<file path="src/rtl/pipe_stage_reg_if.sv">
// Handshake bundle between two pipeline stages: upstream valid/ready,
// downstream valid/ready, squash and occupancy.
interface pipe_stage_reg_if #(
  parameter int DATA_WIDTH = 32,
  parameter int NUM_FIELDS = 5
);
  localparam int W = DATA_WIDTH * NUM_FIELDS;

  logic [W-1:0] i_data;
  logic         i_valid;
  logic         o_ready;
  logic [W-1:0] o_data;
  logic         o_valid;
  logic         i_ready;
  logic         i_flush;
  logic [1:0]   o_count;

  modport slave (
    input  i_data, i_valid, i_ready, i_flush,
    output o_ready, o_data, o_valid, o_count
  );

  modport master (
    output i_data, i_valid, i_ready, i_flush,
    input  o_ready, o_data, o_valid, o_count
  );
endinterface

</file>
<file path="src/rtl/pipe_stage_reg.sv">
// Inter-stage pipeline register with a 2-entry skid buffer.
// Flush squashes both entries and loads a NOP bubble.
module pipe_stage_reg #(
  parameter int                    DATA_WIDTH = 32,
  parameter int                    NUM_FIELDS = 5,
  parameter int                    NOP_FIELD  = 4,
  parameter logic [DATA_WIDTH-1:0] NOP_VALUE  = DATA_WIDTH'(32'h0000_0013)
) (
  input  logic           clk,
  input  logic           i_rst_n,
  pipe_stage_reg_if.slave bus
);
  typedef logic [NUM_FIELDS-1:0][DATA_WIDTH-1:0] bundle_t;

  // Bit 0 is the main valid, bit 1 the skid valid.
  typedef enum logic [1:0] {
    EMPTY = 2'b00,
    ONE   = 2'b01,
    FULL  = 2'b11
  } state_t;

  state_t  state_q, state_d;
  bundle_t main_q, main_d, skid_q, skid_d, bubble, in_data;
  logic    rdy_q, rdy_d;
  logic    push, pop, main_valid, skid_valid;

  for (genvar k = 0; k < NUM_FIELDS; k++) begin : g_bub
    assign bubble[k] = (k == NOP_FIELD) ? NOP_VALUE : '0;
  end

  assign in_data    = bus.i_data;
  assign main_valid = state_q[0];
  assign skid_valid = state_q[1];
  assign push       = bus.i_valid & rdy_q;
  assign pop        = main_valid & bus.i_ready;

  always_comb begin
    state_d = state_q;
    main_d  = main_q;
    skid_d  = skid_q;
    if (bus.i_flush) begin
      state_d = EMPTY;
      main_d  = bubble;
      skid_d  = bubble;
    end else begin
      case (state_q)
        EMPTY: if (push) begin
          state_d = ONE;
          main_d  = in_data;
        end
        ONE: begin
          if (push && pop) begin
            main_d = in_data;
          end else if (push) begin
            state_d = FULL;
            skid_d  = in_data;
          end else if (pop) begin
            state_d = EMPTY;
          end
        end
        FULL: if (pop) begin
          state_d = ONE;
          main_d  = skid_q;
        end
        default: state_d = EMPTY;
      endcase
    end
    rdy_d = (state_d != FULL);
  end

  always_ff @(posedge clk or negedge i_rst_n) begin
    if (!i_rst_n) begin
      state_q <= EMPTY;
      rdy_q   <= 1'b0;
      main_q  <= '0;
      skid_q  <= '0;
    end else begin
      state_q <= state_d;
      rdy_q   <= rdy_d;
      main_q  <= main_d;
      skid_q  <= skid_d;
    end
  end

  assign bus.o_ready = rdy_q;
  assign bus.o_valid = main_valid;
  assign bus.o_data  = main_q;
  assign bus.o_count = {1'b0, main_valid} + {1'b0, skid_valid};
endmodule
</file>
<file path="src/flat_wrapper.sv">
// flat-port wrapper written by rule: the top's interface ports become plain ports
module pipe_stage_reg_flat 
#(
  parameter int                    DATA_WIDTH = 32,
  parameter int                    NUM_FIELDS = 5,
  parameter int                    NOP_FIELD  = 4,
  parameter logic [DATA_WIDTH-1:0] NOP_VALUE  = DATA_WIDTH'(32'h0000_0013)
)
  (clk, i_rst_n, bus_i_data, bus_i_valid, bus_i_ready, bus_i_flush, bus_o_ready, bus_o_data, bus_o_valid, bus_o_count);
  pipe_stage_reg_if #(.DATA_WIDTH(DATA_WIDTH), .NUM_FIELDS(NUM_FIELDS)) bus_i ();
  input  logic clk;
  input  logic i_rst_n;
  input wire logic [$bits(bus_i.i_data)-1:0] bus_i_data;
  input wire logic [$bits(bus_i.i_valid)-1:0] bus_i_valid;
  input wire logic [$bits(bus_i.i_ready)-1:0] bus_i_ready;
  input wire logic [$bits(bus_i.i_flush)-1:0] bus_i_flush;
  output wire logic [$bits(bus_i.o_ready)-1:0] bus_o_ready;
  output wire logic [$bits(bus_i.o_data)-1:0] bus_o_data;
  output wire logic [$bits(bus_i.o_valid)-1:0] bus_o_valid;
  output wire logic [$bits(bus_i.o_count)-1:0] bus_o_count;
  assign bus_i.i_data = bus_i_data;
  assign bus_i.i_valid = bus_i_valid;
  assign bus_i.i_ready = bus_i_ready;
  assign bus_i.i_flush = bus_i_flush;
  assign bus_o_ready = bus_i.o_ready;
  assign bus_o_data = bus_i.o_data;
  assign bus_o_valid = bus_i.o_valid;
  assign bus_o_count = bus_i.o_count;
  pipe_stage_reg #(.DATA_WIDTH(DATA_WIDTH), .NUM_FIELDS(NUM_FIELDS), .NOP_FIELD(NOP_FIELD), .NOP_VALUE(NOP_VALUE)) u_core (.clk(clk), .i_rst_n(i_rst_n), .bus(bus_i));
endmodule
</file>
<file path="config.mk">
export PLATFORM = sky130hd
export DESIGN_NAME = pipe_stage_reg_flat
export DESIGN_NICKNAME = d
export VERILOG_FILES = /design/src/rtl/pipe_stage_reg_if.sv /design/src/rtl/pipe_stage_reg.sv /design/src/flat_wrapper.sv
export SDC_FILE = /design/constraint.sdc
export NUM_CORES = 1
export LEC_CHECK = 0
export ABC_CLOCK_PERIOD_IN_PS = 2100
export BUFFER_PORTS_ARGS = -buffer_cell sky130_fd_sc_hd__buf_2
export CAP_MARGIN = 15
export CORE_MARGIN = 2
export CORE_UTILIZATION = 50
export CTS_CLUSTER_DIAMETER = 150
export DETAILED_ROUTE_END_ITERATION = 12
export PLACE_DENSITY = 0.85
export SYNTH_ARGS = -nofsm -noshare
export SYNTH_HDL_FRONTEND = slang
export SYNTH_SLANG_ARGS = --single-unit
</file>
<file path="constraint.sdc">
create_clock -name clk -period 2.1 [get_ports clk]
set_clock_uncertainty 0.05 [all_clocks]
set_input_delay 0.42 -clock clk [delete_from_list [all_inputs] [get_ports clk]]
set_output_delay 0.42 -clock clk [all_outputs]
set_load 0.01 [all_outputs]
</file>
Yosys cells after proc, flatten, opt, wreduce, memory -nomap -nowiden
Cells that the tools add are included.
W data, S select, Z words.
Word-level totals
  bits in registers: 323
  latch bits: 0
  memory bits (writable): 0
  memory bits (read-only): 0
  input port bits: 165
  output and inout port bits: 164
  word-level logic and storage cells: 44
  memories kept: 0
Operators by class
  add/sub/neg operators: 1
  multiply operators: 0
  div/mod/pow operators: 0
  order comparisons: 0
  equal/unequal tests: 7
  shift-type cells: 0
  mux-type cells: 15
  bitwise logic cells: 2
  reduce and logical (&&, ||, !) cells: 7
Operator list (count)
  $mux W160: 7
  $pmux W160 S3: 1
  $mux W2: 6
  $ne A3 B2 Y1 const B: 3
  $pmux W2 S3: 1
  $ne A2 B2 Y1 const B: 2
  $reduce_and A4 Y1: 1
  $reduce_bool A2 Y1: 2
  $reduce_bool A4 Y1: 1
  $reduce_and A3 Y1: 1
  $add A1 B1 Y2: 1
  $and A1 B1 Y1: 2
  $eq A2 B1 Y1 const B: 1
  $eq A2 B2 Y1 const B: 1
  $logic_not A2 Y1: 1
  $logic_and A1 B1 Y1: 1

Depth between registers and ports, before layout
  depth after elaboration: 7
  depth in mapped cells: 9
  depth with buffers taken out: 6

Least setup slack after synthesis
OpenSTA, ideal clock, no wires.
  path type: register -> register
  start: register u_core.state_q[0]
  end: register u_core.main_q, in the netlist u_core.bus.o_data[100]
  setup time: 0.088 ns
  arrival time: 1.896 ns
  data required time: 1.962 ns
  setup slack: 0.065 ns
  stages on the path, launching flop included: 10
  buffers on the path: 3
  period minus slack after synthesis: 2.035 ns
  cells stage by stage: dfrtp_1 -> inv_1 -> ha_1 -> nor2_1 -> a41o_1 -> and2_1 -> buf_2 -> buf_6 -> buf_6 -> a211oi_2
Between the ends
  cells in the longest elaborated chain, start to end: 4
  elaborated cells on any way between the ends: 12
  those cells by class: 5 x eq/ne; 2 x mux; 1 x bitwise; 4 x reduce/logical
RTL lines
  start: declaration: RTL line pipe_stage_reg.sv:22  | state_t state_q, state_d;
  start signal: assignment: RTL line pipe_stage_reg.sv:78  | state_q <= state_d;
  $and A1 B1 Y1: RTL line pipe_stage_reg.sv:35  | assign pop = main_valid & bus.i_ready;
  $logic_and A1 B1 Y1: RTL line pipe_stage_reg.sv:52  | if (push && pop) begin
  $ne A3 B2 Y1 (no source line)
  $reduce_and A4 Y1 (no source line)
  end signal: assignment: RTL line pipe_stage_reg.sv:80  | main_q <= main_d;
  end: declaration: RTL line pipe_stage_reg.sv:23  | bundle_t main_q, main_d, skid_q, skid_d, bubble, in_data;
Several ways; a longest one is shown, not always the timed one.
A chain may end at the register's enable or synchronous reset.

Worst setup path in the final report
  start: register u_core.state_q[0]
  end: output bus_o_count[1]
Between the ends
  cells in the longest elaborated chain, start to end: 1
RTL lines
  $add A1 B1 Y2: RTL line pipe_stage_reg.sv:88  | assign bus.o_count = {1'b0, main_valid} + {1'b0, skid_valid};
  end: declaration: RTL line flat_wrapper.sv:20  | output wire logic [$bits(bus_i.o_count)-1:0] bus_o_count;
Every way passes these cells.

==> reports/results.ini <==
[floorplan]
pin_count = 329
die_x_um = 178
row_count = 63
core_sq_um = 29600
fp.dieH_um = 178
start_util = 0.508
design.die.area_sq_um = 31500

[cts]
cts_max_level = 2
cts_root_buf = clkbuf_16
cts_buffers = 36
cts_tree = built
clkSlewWorstSetupHoldPaths_ns = 0.06
clk_latency_ns = 0.50
cts_sinks = 323
cts_max_path_buffers = 3

[place]
placed_area_sq_um = 17400
io_buffers = 328
dp_cells = 2081
routabilityCongestion = 0.800
hpwlAfterDp_um = 26100

[sta]
tightestPinTransition_ns = 0.628
report.final.setup_viol = 0
timing.slew.headroom = 0.582
hold_viol = 0
slew_violations = 0
worst_hold_slack_ns = 0.106
tns_ns = 0
finalCritPeriodShare = 0.976
fmaxAchievable_mhz = 488
layout_min_cycle_time_ns = 2.05

[cells_and_area]
utilization = 0.630
nNetsFinal = 1904
fin_cells = 2159
drive_above_1_share = 0.311
final_cell_mix = buf_2 (325), dfrtp_1 (323), nand2_1 (322)
final_common_cell = buf_2
syn_to_final_growth_pct = 23.9
design_area_sq_um = 18700
fillers = 2326

[setup_path]
rrSetupSlack_ns = 0.06
critPathLaunchType = flip-flop
critPathKind = reg2out
arrival_ns = 1.58
crit_path_max_fanout = 11
crit_required_ns = 1.63
reg2reg_from = u_core.state_q[0]
r2r_end = u_core.bus.o_data[40]
reg2reg_depth = 7
worstSetupEndpointType = output port

[run]
maxCapViolations = 0

[routing]
wl_per_cell_um = 19.4
drtAntennaViolNets = 0
drtIter0Drc = 991
routed_wl_um = 42000
via_per_inst = 5.81
drcViolationCount = 0
vias = 12500
drtPass1Iterations = 5

[synthesis]
syn_area_sq_um = 15100
netlist_instances = 1453
ys_types = 27
yosys_register_bits = 323
ys_warn_count = 0
seq_area_frac_synth = 0.537
synth.net_count = 1622
syn_area_per_cell_sq_um = 10.4

[power_and_ir_drop]
leakage_nw = 8.08
power_density_nw_per_um2 = 994
ir_drop_mv = 0.702

[hold_path]
worstHoldStart = bus_i_data[57]
hold_path_end = u_core.skid_q[57]
hold_path.class = in2reg
min_path_cells = 3

[status]
status = complete, no violations

[global_routing]
grt_max_degree = 86
grt_pass1_vias = 12400
grt_overflow = 0
grt_pass1_wl_um = 65700
antenna_found_initial = 11
grt.total_usage = 0.258

## cell usage after synthesis (all sizes together)
library cell | number | area share
o21ai | 1 | 0.00033
clkbuf | 86 | 0.021
and3 | 1 | 0.00042
o211ai | 1 | 0.00050
and2 | 3 | 0.0014
inv | 3 | 0.00075
nand3b | 3 | 0.0015
nand2 | 322 | 0.080
a211oi | 160 | 0.11
maj3 | 1 | 0.00066
a21oi | 315 | 0.10
buf | 56 | 0.023
ha | 4 | 0.0033
a41o | 1 | 0.00066
o21a | 1 | 0.00050
dfrtp | 323 | 0.54
mux2i | 160 | 0.11
nor2b | 3 | 0.0012
nor2 | 6 | 0.0015
nand3 | 1 | 0.00033
o2bb2ai | 1 | 0.00058
a22oi | 1 | 0.00083
## state kept, by name (all words and copies together), names as in the netlist
register and flops:
u_core.bus.o_data 160, u_core.state_q 2, u_core.skid_q 160, u_core.bus.o_ready 1
## logic make-up (layout without fill, tap and decap cells)
family | count (synthesis) | count (layout) | share of synthesized area
mux | 160 | 160 | 0.106
other cells | 0 | 10 | 0
flops | 323 | 323 | 0.537
compound gates | 481 | 481 | 0.221
buf+inv | 145 | 451 | 0.0451
simple gates | 339 | 339 | 0.0867
fa+ha+maj | 5 | 5 | 0.00399
## metal layers
metal  track usage  vias up  wire length (um)
li1              -     5677                 -
met1         0.335     6229             16700
met2         0.412      509             20200
met3        0.0641      116              3400
met4         0.111        6              1640
met5             0        -                41
## critical path, stage by stage (launching register included)
cell and delay [ns]:
dfrtp_1 0.41, buf_4 0.17, ha_4 0.21, buf_12 0.17
buf_6 0.12
## area by class of cell
cell class                 count  area [sq um]  share of cell area
antenna                       10          25.0             0.00134
multi-input combinational    985          6340               0.340
clock buffer                  56          1110              0.0593
clock inverter                 6          55.1             0.00295
timing repair buffer         386          2550               0.137
sequential                   323          8080               0.433
tap                          390           488              0.0261
inverter                       3          11.3            0.000603
## where the power goes
| part | switching [mW] | internal, mW | leakage [nW] |
|---|---|---|---|
| logic | 2.97 | 1.93 | 3.19 |
| registers | 0.466 | 7.01 | 4.32 |
| clock network | 2.45 | 3.73 | 0.578 |
## worst max path at each step
stage / from / endpoint / depth (start not counted)
after global routing: u_core.state_q[0] / u_core.bus.o_data[86] / 8
after detailed placement: u_core.state_q[0] / u_core.bus.o_data[49] / 7
final: u_core.state_q[0] / bus_o_count[1] / 4
after global placement: u_core.state_q[0] / u_core.bus.o_data[43] / 7
after floorplan: u_core.state_q[0] / u_core.bus.o_data[100] / 9
after CTS: u_core.state_q[0] / bus_o_count[1] / 4
## stage by stage
| stage | setup WS, ns | power, mW |
|---|---|---|
| global route | -0.00992 | 19.4 |
| floorplan | 0.0651 | 10.4 |
| global placement | 0.153 | 12.2 |
| finish | 0.0513 | 18.6 |
| detailed placement | 0.0728 | 12.4 |
| CTS | 0.00988 | 18.6 |
## what timing repair did
action                     4_1_cts  5_1_grt
pin swaps                        1        1
hold buffers                     1        0
hold endpoints to repair        59        0
gates resized for setup          5        2
buffers inserted                 0        3
setup endpoints to repair        4       44
cloned                           0        2
Note: power is estimated with default switching activity, not from simulation.
